## config.mk

```make
export PLATFORM = sky130hd
export DESIGN_NAME = buc_sched
export DESIGN_NICKNAME = d
export VERILOG_FILES = /design/src/rtl/buc_sched.sv
export SDC_FILE = /design/constraint.sdc
export NUM_CORES = 1
export LEC_CHECK = 0
export CAP_MARGIN = 20
export CELL_PAD_IN_SITES_DETAIL_PLACEMENT = 0
export CELL_PAD_IN_SITES_GLOBAL_PLACEMENT = 1
export CORE_MARGIN = 2
export CORE_UTILIZATION = 39
export DETAILED_ROUTE_END_ITERATION = 6
export PLACE_DENSITY_LB_ADDON = 0.1
export SYNTH_ARGS = -nofsm -noshare
export SYNTH_HDL_FRONTEND = slang
export SYNTH_SLANG_ARGS = --single-unit
```

## constraint.sdc

```tcl
create_clock -name clk -period 3.04 [get_ports clk]
set_input_delay 0.608 -clock clk [delete_from_list [all_inputs] [get_ports clk]]
set_output_delay 0.608 -clock clk [all_outputs]
set_load 0.005 [all_outputs]
```

## src/rtl/buc_sched.sv

```systemverilog
// buc_sched: two-requester round-robin scheduler and MSB-first serializer
// feeding a shared buc threshold detector, with per-requester hit
// attribution through a DET_LAT-deep owner/frame history.
module buc_sched #(
   parameter int unsigned WORD_W  = 11,
   parameter int unsigned THR_W   = 4,
   parameter int unsigned DET_LAT = 1,
   parameter int unsigned CNT_W   = 8
) (
   input  logic              clk,
   input  logic              rst,
   input  logic              req0_valid,
   input  logic [WORD_W-1:0] req0_data,
   input  logic [THR_W-1:0]  req0_thr,
   output logic              req0_ready,
   input  logic              req1_valid,
   input  logic [WORD_W-1:0] req1_data,
   input  logic [THR_W-1:0]  req1_thr,
   output logic              req1_ready,
   output logic              din,
   output logic [THR_W-1:0]  threshold,
   output logic              frame,
   output logic              owner,
   input  logic              det_valid,
   output logic [CNT_W-1:0]  hit0,
   output logic [CNT_W-1:0]  hit1,
   input  logic              hit_clr
);

   localparam int unsigned CNT_BITS = (WORD_W > 1) ? $clog2(WORD_W) : 1;

   typedef enum logic {IDLE, SHIFT} state_t;

   state_t              state_q;
   logic [WORD_W-1:0]   sr_q;
   logic [CNT_BITS-1:0] cnt_q;
   logic [THR_W-1:0]    thr_q;
   logic                owner_q;
   logic                frame_q;
   logic                last_q;
   logic [DET_LAT-1:0]  hist_own_q;
   logic [DET_LAT-1:0]  hist_frm_q;
   logic [CNT_W-1:0]    hit0_q;
   logic [CNT_W-1:0]    hit1_q;
   logic [CNT_W-1:0]    hit0_d;
   logic [CNT_W-1:0]    hit1_d;

   logic                accept_win;
   logic                accept_d;
   logic                grant_d;
   logic [WORD_W-1:0]   sel_data;
   logic [THR_W-1:0]    sel_thr;
   logic                own_dly;
   logic                frm_dly;

   // Accept window and round-robin grant selection.
   always_comb begin
      accept_win = (state_q == IDLE) || (cnt_q == '0);
      if (req0_valid && req1_valid) begin
         grant_d = ~last_q;
      end else begin
         grant_d = req1_valid;
      end
      accept_d = accept_win && (req0_valid || req1_valid);
      sel_data = grant_d ? req1_data : req0_data;
      sel_thr  = grant_d ? req1_thr  : req0_thr;
   end

   // Ready is suppressed while reset is held so nothing is handed over then.
   assign req0_ready = rst && accept_d && !grant_d;
   assign req1_ready = rst && accept_d &&  grant_d;

   // Serializer FSM: load on accept, shift MSB-first, drop frame after bit 0.
   always_ff @(posedge clk or negedge rst) begin
      if (!rst) begin
         state_q <= IDLE;
         sr_q    <= '0;
         cnt_q   <= '0;
         thr_q   <= '0;
         owner_q <= 1'b0;
         frame_q <= 1'b0;
         last_q  <= 1'b1;   // first tie goes to requester 0
      end else if (accept_d) begin
         state_q <= SHIFT;
         sr_q    <= sel_data;
         cnt_q   <= CNT_BITS'(WORD_W - 1);
         thr_q   <= sel_thr;
         owner_q <= grant_d;
         frame_q <= 1'b1;
         last_q  <= grant_d;
      end else if (state_q == SHIFT) begin
         if (cnt_q == '0) begin
            state_q <= IDLE;
            sr_q    <= '0;
            frame_q <= 1'b0;
         end else begin
            sr_q  <= sr_q << 1;
            cnt_q <= cnt_q - 1'b1;
         end
      end
   end

   // Owner/frame history aligning each detector pulse with the bit that caused it.
   always_ff @(posedge clk or negedge rst) begin
      if (!rst) begin
         hist_own_q <= '0;
         hist_frm_q <= '0;
      end else begin
         hist_own_q <= DET_LAT'({hist_own_q, owner_q});
         hist_frm_q <= DET_LAT'({hist_frm_q, frame_q});
      end
   end

   assign own_dly = hist_own_q[DET_LAT-1];
   assign frm_dly = hist_frm_q[DET_LAT-1];

   // Saturating hit counters; clear wins over a same-cycle increment.
   always_comb begin
      hit0_d = hit0_q;
      hit1_d = hit1_q;
      if (hit_clr) begin
         hit0_d = '0;
         hit1_d = '0;
      end else if (det_valid && frm_dly) begin
         if (own_dly) begin
            if (hit1_q != '1) hit1_d = hit1_q + 1'b1;
         end else begin
            if (hit0_q != '1) hit0_d = hit0_q + 1'b1;
         end
      end
   end

   // Hit counter registers.
   always_ff @(posedge clk or negedge rst) begin
      if (!rst) begin
         hit0_q <= '0;
         hit1_q <= '0;
      end else begin
         hit0_q <= hit0_d;
         hit1_q <= hit1_d;
      end
   end

   assign din       = sr_q[WORD_W-1];
   assign threshold = thr_q;
   assign frame     = frame_q;
   assign owner     = owner_q;
   assign hit0      = hit0_q;
   assign hit1      = hit1_q;

endmodule

```

==> results.toml <==
[power]
power.leakage_uw = 0.00124
p_int_uw = 1300
clock_power_share_pct = 25.2
powerDensity_mw_per_mm2 = 610
switching_share_pct = 29.7
p_total_uw = 1850
p_comb_share_pct = 30.8
ir_worst_vdd_mv = 0.352
switchingPower_uw = 549
p_seq_share_pct = 44.0

[route]
vias = 1875
firstDrtPassIters = 4
via_per_inst = 5.39
wire_per_inst_um = 14.3
first_iter_violations = 66
drt_wl_total_um = 4990
ant_nets = 0
drcViolationCount = 0

[yosys]
yosysTopAreaCell = "dfrtp_1"
ys_warn_count = 0
synth_top_flop_cell = "dfrtp_1"
synth_edf_count = 0
synth_cells = 211
yosysUniqueCellTypes = 42
synth.top_cell.area_share_pct = 45.2
syn_avg_cell_area_um2 = 10.5
yosysSeqAreaShare_pct = 46.4
synth.net_count = 251
synth_area_mm2 = 0.00221
synthArstFlopShare_pct = 100
synth_area_leaders = "dfrtp_1 45%, mux2_2 8.1%, mux2i_1 5.9%, a32oi_1 4.0%, o21ai_0 3.6%"
ys_seq_elements = 41

[worst_setup_path]
start_kind = "primary input"
rrSetupSlack_ps = 1220
required_ps = 2430
crit_buf_inv = 2
cpMostUsedCell = "clkdlybuf4s50_1"
crit_family = "buffers and inverters"
critPathMaxStageDelay_ps = 550
cp_slowest_cell = "clkdlybuf4s50_1"
worstSetupPathType = "primary input to primary output"
reg2reg_from = "cnt_q[0]"
r2r_cells = 6
timing.rr.end = "threshold[1]"
cp-end-kind = "primary output"
cp_cell_sequence = "clkdlybuf4s50_1 > or2_2 > o21ai_0 > nor3b_1 > clkdlybuf4s50_1"
critPathArrivalTime_ps = 2210
crit_fanout = 4

[clocking]
postCtsSetupRepairBufs = 0
cts_inserted_buffers = 5
tritoncts = "built"
clkLatencyLatePin_ps = 300
clk_path_buf_depth = 2
htree_levels = 2
cts.sinks = 41
cts_hold_buf = 0
clkTransAtPathRegs_ps = 80
root_buffer = "clkbuf_8"

[timing]
skew_ps = 3.47
hold_violations = 0
rsz0062_at_grt = "false"
setup_viol = 0
layout_setup_ws_ps = 218
drv_slew = 0
setup_tns_ps = 0
tightestPinTransition_ps = 823
fmax_mhz = 354
slew_headroom_pct = 45.0
period_share_pct = 92.8
min_period_ps = 2820

[placement]
port_buffers = 60
pre_cts_ws_ps = 231
place_congestion = 0.853
post-place-cells = 340
detailed_place_hpwl_um = 3720

[floorplan]
core_mm2 = 0.00551
die_area_mm2 = 0.00630
placementRows = 27
die_w_um = 79.4
die_h_um = 79.4
start_util_pct = 40.2
ios = 61

[finish]
drive_gt1_share_pct = 13.4
layout_common_cells = "59 x clkdlybuf4s50_1, 40 x dfrtp_1, 16 x o21ai_0, 16 x mux2_2, 13 x mux2i_1"
layout_commonest_cell = "clkdlybuf4s50_1"
diodes = 0
areaGrowthSynthToFinish_pct = 36.7
finalNonFillerCells = 348
final_nets = 315

[global_route]
gr-total-overflow = 0
grt_pass1_vias = 1787
antenna_found_initial = 0
grt_max_degree = 41
grt_use_total_pct = 17.0
grt_pass1_wl_um = 8310

[worst_hold_path]
hold_path.class = "primary input to asynchronous set/reset pin"

[job]
maxCapViolations = 0

[status]
outcome = "complete, no violations"
==> state kept, by name, indices dropped and copies added (netlist names) <==
register / count
sr_q: 11
owner: 1
last_q: 1
threshold: 4
cnt_q: 4
frame: 1
hist_own_q: 1
frm_dly: 1
hit1: 8
state_q: 1
hit0: 8
==> how the worst max path moves through the flow <==
stage | from | endpoint | slack (ps) | cells after the start
after floorplan | cnt_q[0] | req1_ready | 940 | 6
after global placement | req0_valid | req0_ready | 240 | 5
after detailed placement | req0_valid | req0_ready | 230 | 5
after CTS | cnt_q[0] | req0_ready | 190 | 6
after global routing | cnt_q[0] | req1_ready | 110 | 6
final | req0_valid | req0_ready | 220 | 5
==> per-layer routing <==
layer	vias up	global-route usage, %	routed length (um)
met4	0	6.90	112
met2	47	29.7	2520
li1	928	-	-
met1	890	19.7	2130
met3	10	4.43	228
met5	-	0	0
==> power groups by stage <==
stage | Clock (uW) | Sequential [uW] | Combinational [uW]
floorplan | 0 | 795 | 330
global placement | 0 | 820 | 570
detailed placement | 0 | 822 | 577
CTS | 476 | 813 | 578
global route | 497 | 837 | 633
finish | 465 | 813 | 569
==> per-stage QoR <==
stage                     cell area, um2  utilization [%]  hold WS [ps]
after floorplan                     2210                -           312
after global placement              2910             52.8           394
after detailed placement            2910             52.8           389
after CTS                           3020             54.9          92.1
after global routing                3030             55.0          81.0
final                               3030             55.0          96.9
==> synth_stat cells (all sizes together), types with 2 or more instances <==
library cell and number:
a211oi 5, a21oi 5, a311oi 3, a31oi 5
a32oi 10, and2 2, and3 7, and4 2
buf 7, clkbuf 4, dfrtp 40, ha 4
inv 7, mux2 16, mux2i 13, nand2 6
nand2b 4, nand3 8, nand4 3, nor2 8
nor2b 8, nor3 8, nor3b 3, nor4 4
o21ai 16
==> cells by family (layout without fill, tap and decap cells) <==
logic type / Yosys count / count (layout) / share of synthesized area, %
simple gates: 70 / 70 / 18.2
compound gates: 49 / 49 / 15.3
flops: 41 / 41 / 46.4
mux: 29 / 29 / 14.0
buf+inv: 18 / 83 / 3.79
fa+ha+maj: 4 / 4 / 2.26
==> final cells by class <==
cell class / instances / area (um2)
Fill cell: 513 / 2480
Tap cell: 72 / 90.1
Timing Repair Buffer: 68 / 656
Clock buffer: 7 / 86.3
Multi-Input combinational cell: 152 / 1110
Clock inverter: 1 / 30.0
Sequential cell: 41 / 1030
Inverter: 7 / 26.3
==> repair_timing <==
action	in CTS	in global routing
endpoints found under the setup margin	0	1
gates resized for setup	0	1
endpoints found under the hold margin	0	0
No activity file was read; power rests on OpenSTA's default activity.
